[config.mk]
export PLATFORM = sky130hd
export DESIGN_NAME = jtag_func_dec
export DESIGN_NICKNAME = d
export VERILOG_FILES = /design/src/rtl/jtag_func_pkg.sv /design/src/rtl/func_onehot_dec.sv /design/src/rtl/jtag_func_dec.sv
export SDC_FILE = /design/constraint.sdc
export NUM_CORES = 1
export LEC_CHECK = 0
export ABC_AREA = 0
export CAP_MARGIN = 0
export CORE_MARGIN = 1
export CORE_UTILIZATION = 33
export DETAILED_ROUTE_END_ITERATION = 8
export PLACE_DENSITY = 0.56
export RECOVER_POWER = 100
export SYNTH_ARGS = -nofsm -noshare
export SYNTH_HDL_FRONTEND = slang
export SYNTH_HIERARCHICAL = 1
export SYNTH_SLANG_ARGS = --single-unit
[constraint.sdc]
create_clock -name TCK -period 2.4 [get_ports TCK]
set_input_delay 0.72 -clock TCK [delete_from_list [all_inputs] [get_ports TCK]]
set_output_delay 0.72 -clock TCK [all_outputs]
set_load 0.02 [all_outputs]
[src/rtl/jtag_func_pkg.sv]
// -----------------------------------------------------------------------------
// jtag_func_pkg
// Shared constants and types for the DCFEB JTAG function-select decoder.
//   FW       : function code width in bits
//   NFUNC    : number of one-hot FSEL lines (code 0 is NOP, 1..NFUNC-1 select)
//   DSY_CODE : code that selects daisy-chain mode instead of an FSEL line
//   NOP_CODE : code latched at reset; selects nothing
//   state_t  : USER1 scan FSM states
// -----------------------------------------------------------------------------
package jtag_func_pkg;

    localparam int          FW       = 32'sd8;
    localparam int          NFUNC    = 32'sd16;
    localparam logic [7:0]  DSY_CODE = 8'h3F;
    localparam int          NOP_CODE = 32'sd0;

    typedef enum logic [1:0] {
        IDLE     = 2'd0,
        ARMED    = 2'd1,
        SHIFTING = 2'd2
    } state_t;

endpackage : jtag_func_pkg

[src/rtl/func_onehot_dec.sv]
// -----------------------------------------------------------------------------
// func_onehot_dec
// Combinational decode of a latched function code into one-hot select lines.
// Shared with the DAQ-side decoder, so it carries no state of its own.
// Ports:
//   func      in  fw     latched function code
//   sel2      in  1      USER2 instruction active; qualifies every output
//   fsel      out nfunc  one-hot select, fsel[code] for 1 <= code < nfunc
//   dsy_chain out 1      daisy-chain mode when func == dsy_code
// Code 0 (NOP), codes >= nfunc and dsy_code never raise an fsel line.
// -----------------------------------------------------------------------------
module func_onehot_dec
    import jtag_func_pkg::*;
#(
    parameter int             fw       = FW,
    parameter int             nfunc    = NFUNC,
    parameter logic [fw-1:0]  dsy_code = fw'(DSY_CODE)
) (
    input  logic [fw-1:0]     func,
    input  logic              sel2,
    output logic [nfunc-1:0]  fsel,
    output logic              dsy_chain
);

    // Code 0 is NOP: its select line is tied low.
    assign fsel[0] = 1'b0;

    // One comparator per select line. A line whose index cannot be expressed
    // in fw bits, or which collides with the daisy-chain code, is tied low so
    // dsy_code always wins over a plain FSEL line.
    for (genvar i = 1; i < nfunc; i++) begin : g_fsel
        if ((i >= (32'sd1 << fw)) || (i == int'(dsy_code))) begin : g_tied
            assign fsel[i] = 1'b0;
        end else begin : g_cmp
            assign fsel[i] = sel2 & (func == fw'(i));
        end
    end

    // Daisy-chain mode is a dedicated line, also qualified by USER2.
    assign dsy_chain = sel2 & (func == dsy_code);

endmodule : func_onehot_dec

[src/rtl/jtag_func_dec.sv]
// -----------------------------------------------------------------------------
// jtag_func_dec
// JTAG function-select decoder for the DCFEB user-register chain.
// A function code is shifted in LSB first over the USER1 data register while
// the previously latched code shifts out on TDO1. On Update-DR the bit count
// is checked: exactly fw shifts latch the new code and pulse UPD_STRB, any
// other count leaves the code alone and sets the sticky LEN_ERR flag.
// The latched code is decoded (qualified by SEL2) into FSEL / DSY_CHAIN for
// the USER2 serial-in/parallel-out write registers.
// Ports:
//   TCK       in  1      JTAG clock, all state on posedge
//   RST_N     in  1      asynchronous active-low reset
//   SEL1      in  1      USER1 instruction active (function register)
//   SEL2      in  1      USER2 instruction active (data registers)
//   TDI       in  1      serial data in
//   CAPTURE   in  1      Capture-DR
//   SHIFT     in  1      Shift-DR
//   UPDATE    in  1      Update-DR
//   FSEL      out nfunc  one-hot function select, qualified by SEL2
//   DSY_CHAIN out 1      daisy-chain mode, qualified by SEL2
//   FUNC      out fw     latched function code
//   UPD_STRB  out 1      one-cycle pulse after a code is accepted
//   LEN_ERR   out 1      sticky: last rejected update had a wrong bit count
//   TDO1      out 1      USER1 serial out (shift register LSB)
// -----------------------------------------------------------------------------
module jtag_func_dec
    import jtag_func_pkg::*;
#(
    parameter int             fw       = FW,
    parameter int             nfunc    = NFUNC,
    parameter logic [fw-1:0]  dsy_code = fw'(DSY_CODE)
) (
    input  logic              TCK,
    input  logic              RST_N,
    input  logic              SEL1,
    input  logic              SEL2,
    input  logic              TDI,
    input  logic              CAPTURE,
    input  logic              SHIFT,
    input  logic              UPDATE,
    output logic [nfunc-1:0]  FSEL,
    output logic              DSY_CHAIN,
    output logic [fw-1:0]     FUNC,
    output logic              UPD_STRB,
    output logic              LEN_ERR,
    output logic              TDO1
);

    // Bit count that makes a scan valid, held at counter width.
    localparam logic [fw:0] CNT_FULL = (fw + 1)'(fw);
    localparam logic [fw:0] CNT_MAX  = {(fw + 1){1'b1}};

    state_t         state_r;
    logic [fw-1:0]  sr_r;
    logic [fw:0]    cnt_r;
    logic [fw-1:0]  func_r;
    logic           upd_strb_r;
    logic           len_err_r;

    // Saturating increment: an over-long scan must never wrap back to fw
    // and be mistaken for a correctly sized one.
    function automatic logic [fw:0] sat_inc(input logic [fw:0] v);
        if (v == CNT_MAX) begin
            sat_inc = v;
        end else begin
            sat_inc = v + (fw + 1)'(1);
        end
    endfunction

    // USER1 scan FSM with shift register, bit counter and output registers.
    // Priority: SEL1 low aborts, then CAPTURE restarts, then UPDATE ends the
    // scan (so a stray SHIFT alongside UPDATE is ignored), then SHIFT.
    always_ff @(posedge TCK or negedge RST_N) begin
        if (!RST_N) begin
            state_r    <= IDLE;
            sr_r       <= '0;
            cnt_r      <= '0;
            func_r     <= fw'(NOP_CODE);
            upd_strb_r <= 1'b0;
            len_err_r  <= 1'b0;
        end else begin
            upd_strb_r <= 1'b0;
            if (!SEL1) begin
                // Leaving USER1 mid-scan drops the scan without an update.
                state_r <= IDLE;
            end else if (CAPTURE) begin
                // Preload the current code so it shifts out on TDO1.
                state_r <= ARMED;
                sr_r    <= func_r;
                cnt_r   <= '0;
            end else begin
                case (state_r)
                    IDLE: begin
                        state_r <= IDLE;
                    end
                    ARMED, SHIFTING: begin
                        if (UPDATE) begin
                            state_r <= IDLE;
                            if (cnt_r == CNT_FULL) begin
                                func_r     <= sr_r;
                                upd_strb_r <= 1'b1;
                                len_err_r  <= 1'b0;
                            end else begin
                                len_err_r  <= 1'b1;
                            end
                        end else if (SHIFT) begin
                            state_r <= SHIFTING;
                            sr_r    <= {TDI, sr_r[fw-1:1]};
                            cnt_r   <= sat_inc(cnt_r);
                        end else begin
                            state_r <= state_r;
                        end
                    end
                    default: begin
                        state_r <= IDLE;
                    end
                endcase
            end
        end
    end

    assign FUNC     = func_r;
    assign UPD_STRB = upd_strb_r;
    assign LEN_ERR  = len_err_r;
    assign TDO1     = sr_r[0];

    func_onehot_dec #(
        .fw       (fw),
        .nfunc    (nfunc),
        .dsy_code (dsy_code)
    ) u_dec (
        .func      (func_r),
        .sel2      (SEL2),
        .fsel      (FSEL),
        .dsy_chain (DSY_CHAIN)
    );

endmodule : jtag_func_dec

==> results.cfg <==
[floorplan]
die_area_mm2 = 0.00539
core_area_mm2 = 0.00482
fp.dieH_um = 73.4
io_pins = 36
start_util_pct = 34.9
core.rowCount = 25
die_width_um = 73.4

[power_and_ir_drop]
p_total_mw = 1.06
power.density_mw_per_mm2 = 420
p_leak_nw = 1.17
irDropWorstVdd_v = 0.000234

[worst_setup_path]
crit_top_cell = buf_6
start_kind = primary input
crit_slowest_cell = or3b_4
arrival_ns = 1.80
path_max_fanout = 7
worstPathRequired_ns = 1.68
max_stage_delay_ns = 0.40
worstSetupEndpointType = primary output
crit_type = primary input to primary output
path_cells = buf_6, or3b_4, buf_12, buf_8, nor3_4, buf_6

[outcome]
violations = negative setup slack
outcome = complete, but fails checks

[placed_design]
io_buffers = 34
place_worst_setup_slack_ns = -0.966
dpl.hpwl_um = 2910
gp_congestion = 0.847

[routing]
vias_per_cell = 5.08
dr.pass1.iters = 4
routed_wl_um = 4200
antenna_left = 0
remaining_drc_errors = 0
drt-initial-drc-count = 63
post_drt_wl_per_cell_um = 15.4
vias = 1387

[timing]
final-setup-viol-count = 10
timing.final.crit_share_pct = 105
rsz0062_at_grt = yes
finalSetupTns_ns = -0.360
fmax_ghz = 0.397
min_period_ns = 2.52
tightest_slew_ns = 0.763
setup_ws_ns = -0.118
whs_ns = 0.521
fin_skew_ns = 0.00501
hold_violations = 0
drv_slew = 0
relSlewSlack_pct = 49.1

[synthesis]
yosysSeqAreaShare_pct = 43.2
netlist_area_mm2 = 0.00168
async_flop_share_pct = 100
synthesis.nets = 158
synth-seq-cells = 29
synth_edf_count = 0
syn_inst = 147
synth_warnings = 6
synth_cell_types = 41
synth_ff_type = dfrtp_1
synth.avg_cell_area_um2 = 11.4

[worst_hold_path]
hp-class = flip-flop to flip-flop

[global_routing]
grt_first_pass_wirelength_um = 7220
track_usage_pct = 18.2
grt_overflow = 0
grt_max_degree = 30
grt_pass1_vias = 1489
antenna_found_initial = 0

[layout]
diodes = 0
synthToLayoutAreaGrowth_pct = 50.5
finalNetCount = 217
drive_above_1_share_pct = 47.1
final_core_util_pct = 52.5
fillers = 447

[clock_tree]
clk_path_buf_depth = 2
cts.sinks = 29
root_buffer = clkbuf_8
clk_pin_slew_ns = 0.06
cts_max_level = 2
cts_buffers = 5
insertion_delay_ns = 0.28
cts_tree = done

[job]
max_cap_violations = 0
per-stage QoR:
| step | area (µm²) | instances |
|---|---|---|
| floorplan | 1760 | 147 |
| global placement | 2330 | 262 |
| detailed placement | 2330 | 262 |
| CTS | 2500 | 273 |
| global route | 2530 | 273 |
| finish | 2530 | 273 |
cell usage in the layout, fill, tap and decap left out, drive strengths merged, types with 2 or more instances in the layout:
master	n
or4b	2
nor2	3
mux2	24
nor4	7
nand3b	2
ha	3
dfrtp	29
nand2b	7
nand4	4
nor4b	5
nand3	4
nand4bb	2
clkbuf	14
o21a	2
nor3	13
clkdlybuf4s50	5
nand2	5
a21o	2
inv	5
dlygate4sd3	12
buf	35
or4	2
mux2i	4
logic make-up after synthesis:
logic type               Yosys count  share of synthesized area (%)
multiplexers                      28                           18.5
buffers and inverters             12                           4.02
other                              1                          0.223
XOR/XNOR                           2                           1.04
flip-flops                        29                           43.2
AND/OR/NAND/NOR                   59                           24.8
AO/OA/AOI/OAI                     13                           6.10
adder cells (fa/ha/maj)            3                           2.23
what timing repair did:
item | CTS | global route
endpoints found under the hold margin | 0 | 0
pin swaps | 15 | 12
buffers inserted | 3 | 1
setup endpoints to repair | 16 | 16
cloned | 1 | 0
hold buffers | 0 | 0
resized for setup | 105 | 15
worst max-delay path, delay by kind of cell:
family,cells,cell delay [ns]
simple gates,2,0.58
buf+inv,4,0.48
area by class of cell:
cell class | count | area (µm²) | share of cell area [%]
clock buffers | 7 | 86.3 | 3.41
inverters | 5 | 18.8 | 0.741
multi-input cells | 106 | 1060 | 42.0
flip-flops and latches | 29 | 727 | 28.7
well taps | 67 | 83.8 | 3.31
repair buffers | 59 | 553 | 21.8
synthesized netlist by cell type (all sizes together) (2+ instances only):
cell | instances | share of area [%]
nor3 | 13 | 3.9
buf | 4 | 2.2
clkbuf | 3 | 0.67
ha | 3 | 2.2
mux2i | 4 | 2.4
nand2b | 7 | 2.6
nand2 | 5 | 1.1
mux2 | 24 | 16
nor4b | 5 | 4.2
nand4 | 4 | 1.9
nor4 | 7 | 3.0
o21a | 2 | 0.89
a21o | 2 | 0.89
nand4bb | 2 | 1.3
nor2 | 3 | 0.67
dfrtp | 29 | 43
or4 | 2 | 0.89
nand3 | 4 | 1.2
nand3b | 2 | 0.89
or4b | 2 | 1.6
inv | 5 | 1.1
sequential cells by signal, indices dropped and copies added, names as in the netlist:
signal,cells
FUNC,8
sr_r,8
LEN_ERR,1
UPD_STRB,1
cnt_r,9
state_r,2
metal layers:
metal	track usage (%)	wire length, µm
met3	4.94	177
met4	8.12	70
met1	19.3	1710
met5	0	0
met2	33.5	2240
power breakdown:
group	total (mW)	switching, mW	internal [mW]
clock network	0.410	0.183	0.227
registers	0.516	0.0119	0.504
logic	0.135	0.0696	0.0659
path summary, 6_finish.rpt:
check	to	cells after the start	slack, ns	startpoint
setup / recovery	DSY_CHAIN	6	-0.12	SEL2
hold / removal	sr_r[0]	1	0.52	sr_r[0]
setup reg to reg	cnt_r[7]	8	0.19	cnt_r[1]
hold reg to reg	sr_r[0]	1	0.52	sr_r[0]
max in group asynchronous	FUNC[2]	2	0.84	RST_N
min in group asynchronous	cnt_r[1]	2	1.04	RST_N
Power figures use the tool's default switching activity.
